File: src/rtl/fifo_arb_pkg.sv
`default_nettype none
// ============================================================================
//  Module   : fifo_arb_pkg
//  Purpose  : Shared definitions for the fifo_issue_arbiter block.
//             Holds the issue FSM state encoding and the counter
//             saturation constant.
//  Revision : 1.0  initial release
// ============================================================================
package fifo_arb_pkg;

    // Issue stage FSM. IDLE means the output register is empty.
    // ISSUE means it holds a winner that is waiting for the downstream ack.
    typedef enum logic {
        IDLE  = 1'b0,
        ISSUE = 1'b1
    } arb_state_t;

    // Widest counter supported. Each counter slices its own width out of
    // this all-ones value to get its saturation value.
    localparam int unsigned  C_PERF_CNT_MAX_WIDTH = 64;
    localparam logic [63:0]  C_PERF_CNT_SAT       = '1;

endpackage : fifo_arb_pkg
`default_nettype wire

File: src/rtl/rr_priority_picker.sv
`default_nettype none
// ============================================================================
//  Module   : rr_priority_picker
//  Purpose  : Combinational round-robin picker. Returns the first set bit of
//             'eligible' found by scanning ptr, ptr+1, ..., N-1, 0, ...
//             The wrap happens at N-1, so N does not need to be a power of 2.
//  Ports    : eligible  [N-1:0]   candidate requesters
//             ptr       [IDX-1:0] highest-priority index for this cycle
//             winner    [IDX-1:0] selected index (0 when none)
//             any_valid           at least one eligible requester
//  Revision : 1.0  initial release
// ============================================================================
module rr_priority_picker #(
    parameter int NUM_REQUESTERS        = 4,
    parameter int REQ_IDX_WIDTH_IN_BITS = 2
) (
    input  logic [NUM_REQUESTERS-1:0]        eligible,
    input  logic [REQ_IDX_WIDTH_IN_BITS-1:0] ptr,
    output logic [REQ_IDX_WIDTH_IN_BITS-1:0] winner,
    output logic                             any_valid
);

    // Walk the offsets from farthest to nearest. A later match overrides an
    // earlier one, so the smallest offset from ptr wins.
    always_comb begin
        winner    = '0;
        any_valid = |eligible;
        for (int k = NUM_REQUESTERS - 1; k >= 0; k--) begin
            for (int j = 0; j < NUM_REQUESTERS; j++) begin
                if (eligible[j] && (((int'(ptr) + k) % NUM_REQUESTERS) == j)) begin
                    winner = REQ_IDX_WIDTH_IN_BITS'(j);
                end
            end
        end
    end

endmodule : rr_priority_picker
`default_nettype wire

File: src/rtl/fifo_issue_arbiter.sv
`default_nettype none
// ============================================================================
//  Module   : fifo_issue_arbiter
//  Purpose  : Round-robin arbiter that shares one registered downstream issue
//             port between NUM_REQUESTERS fifo read sides. The winning entry
//             is held in the output register until issue_ack_in. When another
//             requester is eligible, it streams back-to-back.
//  Ports    : clk_in, reset_in (async, active-high)
//             request_in[N*W], request_valid_in[N]  upstream entries
//             issue_ack_out[N]                      one-cycle pop pulse
//             request_out[W], request_valid_out,
//             grant_id_out[IDX]                     registered issue stage
//             issue_ack_in                          downstream consumed it
//             grant_count_out[N*C]                  saturating grant counters
//  Config   : FIFO_ARB_PERF_CNT_EN adds grant_count_out and its counters.
//  Revision : 1.0  initial release
// ============================================================================
module fifo_issue_arbiter
    import fifo_arb_pkg::*;
#(
    parameter int NUM_REQUESTERS             = 4,
    parameter int REQ_IDX_WIDTH_IN_BITS      = 2,
    parameter int SINGLE_ENTRY_WIDTH_IN_BITS = 32,
    parameter int PERF_CNT_WIDTH_IN_BITS     = 16
) (
    input  logic                                                 clk_in,
    input  logic                                                 reset_in,
    input  logic [NUM_REQUESTERS*SINGLE_ENTRY_WIDTH_IN_BITS-1:0] request_in,
    input  logic [NUM_REQUESTERS-1:0]                            request_valid_in,
    output logic [NUM_REQUESTERS-1:0]                            issue_ack_out,
    output logic [SINGLE_ENTRY_WIDTH_IN_BITS-1:0]                request_out,
    output logic                                                 request_valid_out,
    output logic [REQ_IDX_WIDTH_IN_BITS-1:0]                     grant_id_out,
`ifdef FIFO_ARB_PERF_CNT_EN
    output logic [NUM_REQUESTERS*PERF_CNT_WIDTH_IN_BITS-1:0]     grant_count_out,
`endif
    input  logic                                                 issue_ack_in
);

    localparam logic [REQ_IDX_WIDTH_IN_BITS-1:0] c_last_idx =
        REQ_IDX_WIDTH_IN_BITS'(NUM_REQUESTERS - 1);

    arb_state_t                              r_state;
    logic [SINGLE_ENTRY_WIDTH_IN_BITS-1:0]   r_request;
    logic                                    r_request_valid;
    logic [REQ_IDX_WIDTH_IN_BITS-1:0]        r_grant_id;
    logic [NUM_REQUESTERS-1:0]               r_issue_ack;
    logic [NUM_REQUESTERS-1:0]               r_ack_mask;
    logic [REQ_IDX_WIDTH_IN_BITS-1:0]        r_ptr;

    logic [NUM_REQUESTERS-1:0]               w_eligible;
    logic [REQ_IDX_WIDTH_IN_BITS-1:0]        w_winner;
    logic                                    w_any_valid;
    logic [NUM_REQUESTERS-1:0]               w_winner_onehot;
    logic [SINGLE_ENTRY_WIDTH_IN_BITS-1:0]   w_winner_payload;
    logic [REQ_IDX_WIDTH_IN_BITS-1:0]        w_ptr_next;

    // A requester is popped at the end of the cycle in which its ack pulse is
    // high, so its valid in that cycle still describes the entry just taken.
    // The mask is loaded together with the ack pulse and has the same value.
    assign w_eligible = request_valid_in & ~r_ack_mask;

    rr_priority_picker #(
        .NUM_REQUESTERS        (NUM_REQUESTERS),
        .REQ_IDX_WIDTH_IN_BITS (REQ_IDX_WIDTH_IN_BITS)
    ) u_picker (
        .eligible  (w_eligible),
        .ptr       (r_ptr),
        .winner    (w_winner),
        .any_valid (w_any_valid)
    );

    assign w_winner_onehot  = {{(NUM_REQUESTERS-1){1'b0}}, 1'b1} << w_winner;
    assign w_winner_payload = request_in[w_winner*SINGLE_ENTRY_WIDTH_IN_BITS +: SINGLE_ENTRY_WIDTH_IN_BITS];
    assign w_ptr_next       = (w_winner == c_last_idx) ? '0 : w_winner + 1'b1;

    always_ff @(posedge clk_in or posedge reset_in) begin
        if (reset_in) begin
            r_state         <= IDLE;
            r_request       <= '0;
            r_request_valid <= 1'b0;
            r_grant_id      <= '0;
            r_issue_ack     <= '0;
            r_ack_mask      <= '0;
            r_ptr           <= '0;
        end else begin
            r_issue_ack <= '0;
            r_ack_mask  <= '0;
            case (r_state)
                IDLE: begin
                    if (w_any_valid) begin
                        r_request       <= w_winner_payload;
                        r_grant_id      <= w_winner;
                        r_request_valid <= 1'b1;
                        r_issue_ack     <= w_winner_onehot;
                        r_ack_mask      <= w_winner_onehot;
                        r_ptr           <= w_ptr_next;
                        r_state         <= ISSUE;
                    end
                end
                ISSUE: begin
                    if (issue_ack_in) begin
                        if (w_any_valid) begin
                            r_request   <= w_winner_payload;
                            r_grant_id  <= w_winner;
                            r_issue_ack <= w_winner_onehot;
                            r_ack_mask  <= w_winner_onehot;
                            r_ptr       <= w_ptr_next;
                        end else begin
                            r_request       <= '0;
                            r_request_valid <= 1'b0;
                            r_state         <= IDLE;
                        end
                    end
                end
                default: r_state <= IDLE;
            endcase
        end
    end

    assign issue_ack_out     = r_issue_ack;
    assign request_out       = r_request;
    assign request_valid_out = r_request_valid;
    assign grant_id_out      = r_grant_id;

`ifdef FIFO_ARB_PERF_CNT_EN
    localparam logic [PERF_CNT_WIDTH_IN_BITS-1:0] c_cnt_sat =
        C_PERF_CNT_SAT[PERF_CNT_WIDTH_IN_BITS-1:0];

    for (genvar gi = 0; gi < NUM_REQUESTERS; gi++) begin : g_perf_cnt
        logic [PERF_CNT_WIDTH_IN_BITS-1:0] r_count;

        always_ff @(posedge clk_in or posedge reset_in) begin
            if (reset_in) begin
                r_count <= '0;
            end else if (r_issue_ack[gi] && (r_count != c_cnt_sat)) begin
                r_count <= r_count + 1'b1;
            end
        end

        assign grant_count_out[gi*PERF_CNT_WIDTH_IN_BITS +: PERF_CNT_WIDTH_IN_BITS] = r_count;
    end
`endif

endmodule : fifo_issue_arbiter
`default_nettype wire

File: config.mk
export PLATFORM = sky130hd
export DESIGN_NAME = fifo_issue_arbiter
export DESIGN_NICKNAME = d
export VERILOG_FILES = /design/src/rtl/fifo_arb_pkg.sv /design/src/rtl/rr_priority_picker.sv /design/src/rtl/fifo_issue_arbiter.sv
export SDC_FILE = /design/constraint.sdc
export NUM_CORES = 1
export LEC_CHECK = 0
export ABC_AREA = 0
export BUFFER_PORTS_ARGS = -buffer_cell sky130_fd_sc_hd__buf_2
export CORE_ASPECT_RATIO = 1.75
export CORE_MARGIN = 2
export CORE_UTILIZATION = 49
export DETAILED_ROUTE_END_ITERATION = 7
export GPL_ROUTABILITY_DRIVEN = 0
export MAX_ROUTING_LAYER = met4
export PLACE_DENSITY = 0.88
export SKIP_CTS_REPAIR_TIMING = 1
export SLEW_MARGIN = 20
export SYNTH_ARGS = -nofsm -noshare
export SYNTH_HDL_FRONTEND = slang
export SYNTH_SLANG_ARGS = --single-unit
File: constraint.sdc
create_clock -name clk_in -period 4.16 [get_ports clk_in]
set_clock_uncertainty 0.2 [all_clocks]
set_input_delay 0.416 -clock clk_in [delete_from_list [all_inputs] [get_ports clk_in]]
set_output_delay 0.416 -clock clk_in [all_outputs]
set_load 0.02 [all_outputs]
==> reports/metrics.yaml, run 1 <==
outcome:
  outcome: "completed"
grt:
  antenna_found_initial: 0
  grt-ovfl-total: 0
  grt_pass1_vias: 3594
  grt_max_degree: 43
  track_usage_pct: 30.6
  grt_pass1_wl_um: 17000
floorplanning:
  die_area_um2: 7170
  fp.dieH_um: 111
  rows: 38
  die_width_um: 64.9
  io_pins: 174
  start_util_pct: 51.0
  core_um2: 6230
worst_setup_path:
  cp_max_fo: 20
  required_ns: 4.15
  cp-end-kind: "register"
  worstSetupStartpointType: "register"
  crit_type: "reg2reg"
  r2r-start: "r_ack_mask[2]"
  startpoint: "r_ack_mask[2]"
  crit_slowest_cell: "o31a_1"
  crit_chain: "nand2b_1 -> a211oi_1 -> o31a_1 -> buf_4 -> inv_1 -> ha_1 -> and2_1"
  arrival_ns: 2.80
  max_stage_delay_ns: 0.57
yosys:
  synth_cell_types: 32
  synthesis.area_um2: 3180
  ys_seq_elements: 42
  ys_seq_area_share_pct: 33.1
  synth-main-ff-cell: "dfrtp_1"
  ys_async_sr_fraction_pct: 100
  synth_edf_count: 0
  syn_area_per_cell_um2: 8.78
  netlist_instances: 362
  syn_nets: 501
  yosysWarnings: 0
placement:
  place_ws_ns: 1.19
  io_buffers: 173
  dp_hpwl_um: 7580
clock_tree:
  clock_sinks: 42
  max-clock-path-buffers: 2
  numCtsBuffers: 5
  clk_latency_ns: 0.29
  htreeDepth: 2
  tritoncts: "built"
  clkTransAtPathRegs_ns: 0.08
  root_buffer: "clkbuf_8"
timing:
  setup_viol: 0
  fin_crit_sh_pct: 67.6
  worstMarginPinSlew_ns: 0.923
  hold_viol: 0
  grt_setup_unrepaired: "false"
  drv_slew: 0
  worst_slack_ns: 1.35
  relSlewSlack_pct: 38.3
  finalCriticalPeriod_ns: 2.81
  tns_ns: 0
  fmax_mhz: 356
detailed_routing:
  post-route-drc-count: 0
  via_per_inst: 6.26
  first_pass_iters: 5
  ant_nets: 0
  drtIter0Drc: 300
  dr_total_vias: 3667
  routedWlPerCell_um: 18.5
  drt_wl_total_um: 10800
pwr:
  power_density_nw_per_um2: 689
  power.total_mw: 2.78
  leakage_nw: 2.07
  peakVddDrop_v: 0.000375
layout:
  diodes: 0
  utilization_pct: 64.7
  syn2layout_area_growth_pct: 26.9
  final_cell_mix: "173 x buf_2, 96 x o221ai_1, 72 x nand2_1, 42 x dfrtp_1, 34 x inv_1"
  drive_gt1_share_pct: 39.3
  fin_nets: 645
  fillers: 536
  final_common_cell: "buf_2"
min_path:
  min_path_type: "in2async"
job:
  drv_cap: 0
-- where the power goes --
part | total (mW) | switching (mW) | internal (mW)
Clock | 0.259 | 0.143 | 0.116
Sequential | 0.728 | 0.128 | 0.600
Combinational | 1.79 | 1.13 | 0.662
Total | 2.78 | 1.40 | 1.38
-- sequential cells by signal, summed over array words and instances, names as in the netlist --
signal and count:
request_out 32, r_state 1, request_valid_out 1, r_ptr 2, grant_id_out 2, r_ack_mask 4
-- layer usage --
layer	part of all wire (%)	vias to the layer above	wire length, µm	GRT usage, %
li1	-	1687	-	-
met4	3.3	0	353	11.9
met2	53	224	5720	53.9
met5	0	-	0	-
met1	37	1725	4010	33.9
met3	6.9	31	752	4.28
-- synth_stat cells, drive strengths merged, types with 2 or more instances --
cell / n / share of area (%)
o22ai: 2 / 0.59
inv: 36 / 4.3
nand2b: 5 / 0.98
o21ai: 5 / 0.79
a21oi: 2 / 0.43
and2: 4 / 0.79
o221ai: 96 / 26
nor2: 2 / 0.24
nor2b: 4 / 1.0
a22o: 32 / 8.8
dfrtp: 42 / 33
buf: 28 / 6.8
clkbuf: 16 / 1.9
ha: 4 / 1.6
nand2: 74 / 8.7
-- worst max-delay path: cells and delay by family (launching register included) --
kind / cells / cell delay [ns]
AOI/OAI and AO/OA: 2 / 1.07
buffers and inverters: 2 / 0.45
DFF: 1 / 0.39
and+or+nand+nor: 2 / 0.38
adders and majority gates: 1 / 0.20
-- worst paths after layout --
path / endpoint / slack, ns / cells after the start
setup / recovery: r_ack_mask[1] / 1.35 / 7
hold / removal: request_out[1] / 0.11 / 2
setup reg to reg: r_ack_mask[1] / 1.35 / 7
hold reg to reg: grant_id_out[0] / 0.29 / 2
max in group asynchronous: request_valid_out / 3.07 / 2
min in group clk_in: request_valid_out / 0.24 / 4
-- cells by family after synthesis --
| logic type | count (synthesis) | share of synthesized area, % |
|---|---|---|
| buf+inv | 80 | 13.0 |
| flops | 42 | 33.1 |
| simple gates | 92 | 12.4 |
| fa+ha+maj | 4 | 1.57 |
| mux | 1 | 0.354 |
| compound gates | 143 | 39.6 |
-- per-stage QoR --
step	std cells	cell area [µm²]	hold WS (ns)
floorplan	362	3180	0.260
finish	586	4030	0.112
global placement	578	3940	0.264
detailed placement	578	3940	0.278
CTS	585	4010	0.134
global route	586	4030	0.191
-- area by class of cell --
cell class	instances	area [µm²]	area share, %
flip-flops and latches	42	1050	26.1
repair buffers	181	933	23.2
multi-input cells	240	1730	43.0
inverters	36	138	3.41
well taps	80	100	2.48
clock buffers	7	76.3	1.89
No activity file was read; power rests on OpenSTA's default activity.
==> run 2, diff against run 1 <==
--- a/config.mk
+++ b/config.mk
@@ -9,11 +9,11 @@
 export BUFFER_PORTS_ARGS = -buffer_cell sky130_fd_sc_hd__buf_2
 export CORE_ASPECT_RATIO = 1.75
 export CORE_MARGIN = 2
-export CORE_UTILIZATION = 49
+export CORE_UTILIZATION = 45
 export DETAILED_ROUTE_END_ITERATION = 7
 export GPL_ROUTABILITY_DRIVEN = 0
 export MAX_ROUTING_LAYER = met4
-export PLACE_DENSITY = 0.88
+export PLACE_DENSITY = 0.82
 export SKIP_CTS_REPAIR_TIMING = 1
 export SLEW_MARGIN = 20
 export SYNTH_ARGS = -nofsm -noshare
==> constraint.sdc (replaced) <==
create_clock -name clk_in -period 2.6 [get_ports clk_in]
set_clock_uncertainty 0.2 [all_clocks]
set_input_delay 0.26 -clock clk_in [delete_from_list [all_inputs] [get_ports clk_in]]
set_output_delay 0.26 -clock clk_in [all_outputs]
set_load 0.02 [all_outputs]
==> run 2 against run 1 <==
  * The run now ends with hold timing left
  * Highest routed layer unchanged
  * Power increased by 72%
  * Sequential cell count unchanged
  * Global-route usage down 2.0 points
  * Critical endpoint is now r_ptr[1]
  * Clock power grew 140%
  * Sequential share of layout area shrank 0.97 points
==> reports/metrics.yaml, run 2 (synthesis gave the netlist of run 1 again) <==
outcome:
  outcome: "finished, violations left"
  violations: "hold timing"
placement:
  io_buffers: 173
  dp_hpwl_um: 7990
  dpl_cell_area_um2: 4040
  numPlacedInstances: 592
pwr:
  clock_power_share_pct: 13.2
  swShare_pct: 48.3
  power.internal_mw: 2.46
  seqPwrFrac_pct: 24.5
  p_comb_share_pct: 62.3
  power_density_nw_per_um2: 1140
  peakVddDrop_v: 0.000896
  switchingPower_mw: 2.31
  leakage_nw: 2.16
layout:
  final_common_cell: "buf_2"
  largest_reg_flops: 32
  final_cell_mix: "173 x buf_2, 96 x o221ai_1, 74 x nand2_1, 42 x dfrtp_1, 34 x inv_1"
  utilization_pct: 61.1
  fillers: 623
  regArea_um2: 1050
  diodes: 0
  postLayoutCellArea_um2: 4190
  syn2layout_area_growth_pct: 31.7
  fin_nets: 654
  multi_input_area_um2: 1740
  fin_cells: 600
  drive_gt1_share_pct: 40.3
floorplanning:
  core_um2: 6860
  io_pins: 174
  rows: 40
  die_width_um: 67.5
  start_util_pct: 46.4
  fp.dieH_um: 115
  die_area_um2: 7780
timing:
  drv_slew: 0
  fin_crit_sh_pct: 95.3
  tns_ns: 0
  fmax_mhz: 404
  grt_setup_unrepaired: "false"
  setup_viol: 0
  hold_viol: 25
  finalCriticalPeriod_ns: 2.48
  relSlewSlack_pct: 38.9
  whs_ns: -0.0179
  worstMarginPinSlew_ns: 0.916
grt:
  grt_max_degree: 43
  grt_pass1_wl_um: 16600
  grt-ovfl-total: 0
  antenna_found_initial: 0
  grt_pass1_vias: 3454
  track_usage_pct: 28.5
worst_setup_path:
  required_ns: 2.55
  r2r_slack_ns: 0.12
  crit_type: "reg2reg"
  cp_max_fo: 35
  cp-end-kind: "register"
  worstSetupStartpointType: "register"
  arrival_ns: 2.43
detailed_routing:
  post-route-drc-count: 0
  routedWlPerCell_um: 18.3
  via_per_inst: 6.10
  dr_total_vias: 3660
  ant_nets: 0
  drt_wl_total_um: 11000
  first_pass_iters: 5
  drtIter0Drc: 446
job:
  drv_cap: 0
clock_tree:
  clkTransAtPathRegs_ns: 0.06
  numCtsBuffers: 5
  htreeDepth: 2
  clock_sinks: 42
  tritoncts: "built"
  root_buffer: "clkbuf_16"
  clk_latency_ns: 0.28
  max-clock-path-buffers: 2
min_path:
  min_path_type: "in2async"
==> run 2: metal layers <==
metal / vias up / share of wire (%) / wire (µm) / track usage, %
met4: 0 / 2.5 / 276 / 10.5
met1: 1714 / 36 / 3930 / 32.7
met5: - / 0 / 0 / -
li1: 1705 / - / - / -
met3: 33 / 7.8 / 850 / 3.03
met2: 208 / 54 / 5910 / 49.8
==> run 2: worst max-delay path: stages (launching register included) <==
cell     delay [ns]
dfrtp_1        0.39
nor2b_1        0.41
buf_4          0.23
o21ai_2        0.07
o22a_1         0.26
inv_4          0.34
ha_1           0.32
nand2_1        0.06
o21ai_0        0.08
==> run 2: metrics by stage <==
step / setup WS [ns] / power [mW]
final: 0.123 / 4.77
after CTS: 0.102 / 4.74
after global placement: 0.222 / 4.00
after detailed placement: 0.134 / 4.11
after global routing: 0.00671 / 5.06
after floorplan: 0.403 / 3.32
==> run 2: final cells by class <==
type	instances	area share, %
Clock inverter	1	0.120
Multi-Input combinational cell	240	41.5
Sequential cell	42	25.1
Clock buffer	7	3.41
Tap cell	84	2.51
Inverter	36	3.29
Timing Repair Buffer	190	24.0
==> run 2: worst paths after layout <==
check	startpoint	to	cells past startpoint
setup / recovery	r_ack_mask[3]	r_ptr[1]	8
hold / removal	reset_in	request_out[25]	2
setup reg to reg	r_ack_mask[3]	r_ptr[1]	8
hold reg to reg	grant_id_out[1]	grant_id_out[1]	2
max in group asynchronous	reset_in	request_out[21]	2
min in group clk_in	issue_ack_in	request_valid_out	4
==> run 2: power groups by stage <==
stage / sequential, mW / clock (mW) / combinational (mW)
2_1_floorplan: 1.48 / 0 / 1.84
3_3_place_gp: 1.16 / 0 / 2.83
3_5_place_dp: 1.17 / 0 / 2.94
4_1_cts: 1.17 / 0.636 / 2.94
5_1_grt: 1.20 / 0.653 / 3.21
6_report: 1.17 / 0.628 / 2.97
==> run 3, diff against run 2 <==
--- a/config.mk
+++ b/config.mk
@@ -9,11 +9,11 @@
 export BUFFER_PORTS_ARGS = -buffer_cell sky130_fd_sc_hd__buf_2
 export CORE_ASPECT_RATIO = 1.75
 export CORE_MARGIN = 2
-export CORE_UTILIZATION = 45
+export CORE_UTILIZATION = 35
 export DETAILED_ROUTE_END_ITERATION = 7
 export GPL_ROUTABILITY_DRIVEN = 0
 export MAX_ROUTING_LAYER = met4
-export PLACE_DENSITY = 0.82
+export PLACE_DENSITY = 0.66
 export SKIP_CTS_REPAIR_TIMING = 1
 export SLEW_MARGIN = 20
 export SYNTH_ARGS = -nofsm -noshare
==> run 3 against run 2 <==
  * The flow still finishes with violations (hold timing)
  * Cell count grew 5.7%
  * Clock-buffer cell count shrank 2
  * Power grew 3.4%
  * Die area grew 27%
  * Largest power group unchanged
  * Worst hold slack lost 0.0028 ns
  * Non-clock buffer count shrank 2
  * Highest routed layer unchanged
  * Clock power grew 15%
  * Core utilization shrank 13 points
  * Worst setup slack gained 0.046 ns
  * Largest cell class unchanged
  * Maximum frequency grew 1.9%
  * Design area grew 2.5%
==> reports/metrics.yaml, run 3 (synthesis gave the netlist of run 1 again) <==
worst_setup_path:
  cp-end-kind: "register"
  cp_max_fo: 24
  r2r_slack_ns: 0.17
  crit_type: "reg2reg"
  required_ns: 2.59
  worstSetupStartpointType: "register"
  arrival_ns: 2.42
grt:
  grt_max_degree: 43
  track_usage_pct: 24.1
  antenna_found_initial: 0
  grt_pass1_vias: 3714
  grt_pass1_wl_um: 18300
  grt-ovfl-total: 0
timing:
  grt_setup_unrepaired: "false"
  fin_crit_sh_pct: 93.5
  finalCriticalPeriod_ns: 2.43
  whs_ns: -0.0208
  tns_ns: 0
  setup_viol: 0
  relSlewSlack_pct: 36.7
  hold_viol: 22
  fmax_mhz: 411
  drv_slew: 0
  worstMarginPinSlew_ns: 0.949
clock_tree:
  root_buffer: "clkbuf_16"
  clock_sinks: 42
  max-clock-path-buffers: 2
  clk_latency_ns: 0.29
  clkTransAtPathRegs_ns: 0.07
  numCtsBuffers: 5
  tritoncts: "built"
  htreeDepth: 2
detailed_routing:
  ant_nets: 0
  first_pass_iters: 5
  dr_total_vias: 3753
  routedWlPerCell_um: 18.9
  drtIter0Drc: 333
  via_per_inst: 5.92
  post-route-drc-count: 0
  drt_wl_total_um: 12000
pwr:
  peakVddDrop_v: 0.000835
  switchingPower_mw: 2.38
  seqPwrFrac_pct: 23.8
  p_comb_share_pct: 61.5
  power_density_nw_per_um2: 1150
  swShare_pct: 48.3
  power.internal_mw: 2.55
  clock_power_share_pct: 14.7
  leakage_nw: 2.17
layout:
  diodes: 0
  drive_gt1_share_pct: 40.5
  syn2layout_area_growth_pct: 35.0
  largest_reg_flops: 32
  fillers: 897
  final_cell_mix: "173 x buf_2, 96 x o221ai_1, 74 x nand2_1, 42 x dfrtp_1, 34 x inv_1"
  fin_nets: 652
  fin_cells: 634
  utilization_pct: 48.1
  final_common_cell: "buf_2"
placement:
  dp_hpwl_um: 8320
  io_buffers: 173
  numPlacedInstances: 626
floorplanning:
  io_pins: 174
  core_um2: 8920
  fp.dieH_um: 130
  start_util_pct: 35.6
  die_width_um: 76.0
  rows: 46
  die_area_um2: 9890
job:
  drv_cap: 0
min_path:
  min_path_type: "in2async"
outcome:
  violations: "hold timing"
  outcome: "finished, violations left"
-- run 3: routing by layer --
layer,GRT usage (%),routed length (µm)
met5,-,0
met4,13.0,459
met3,3.11,600
met2,43.0,6410
met1,26.2,4500
-- run 3: cell type report --
type	instances	area [µm²]	area share, %
clock buffer	5	125	2.92
clock inverter	3	40.0	0.933
inverter	36	138	3.21
multi-input combinational	240	1760	41.0
sequential	42	1050	24.5
tap	120	150	3.50
timing repair buffer	188	1030	24.0
-- run 3: through the flow --
stage | setup WS, ns | total power [mW] | hold slack [ns] | instance area [µm²]
after floorplan | 0.403 | 3.32 | 0.239 | 3180
final | 0.169 | 4.93 | -0.0208 | 4290
after global routing | 0.0726 | 5.24 | 0.0737 | 4290
after detailed placement | 0.0837 | 4.19 | 0.258 | 4120
after CTS | 0.0805 | 4.92 | 0.0157 | 4280
after global placement | 0.128 | 4.14 | 0.263 | 4120
-- run 3: worst max-delay path, stage by stage, from the launching register on --
cell and delay, ns:
dfrtp_1 0.38, nand2b_1 0.30, a211oi_1 0.51, o31a_1 0.20, buf_4 0.30, o221ai_1 0.22
a22o_1 0.21
-- run 3: power by group through the flow --
stage | registers [mW] | clock network (mW) | logic (mW)
floorplan | 1.48 | 0 | 1.84
global placement | 1.18 | 0 | 2.96
detailed placement | 1.18 | 0 | 3.02
CTS | 1.17 | 0.736 | 3.02
global route | 1.21 | 0.751 | 3.29
finish | 1.17 | 0.725 | 3.03
-- run 3: final timing paths --
path / startpoint / end / cells past startpoint
max in group asynchronous: reset_in / r_state / 2
worst max-delay path: r_ack_mask[2] / request_out[23] / 6
min in group clk_in: issue_ack_in / request_valid_out / 4
worst min-delay path: reset_in / request_out[30] / 2
worst min register to register: grant_id_out[1] / grant_id_out[1] / 2
worst max register to register: r_ack_mask[2] / request_out[23] / 6
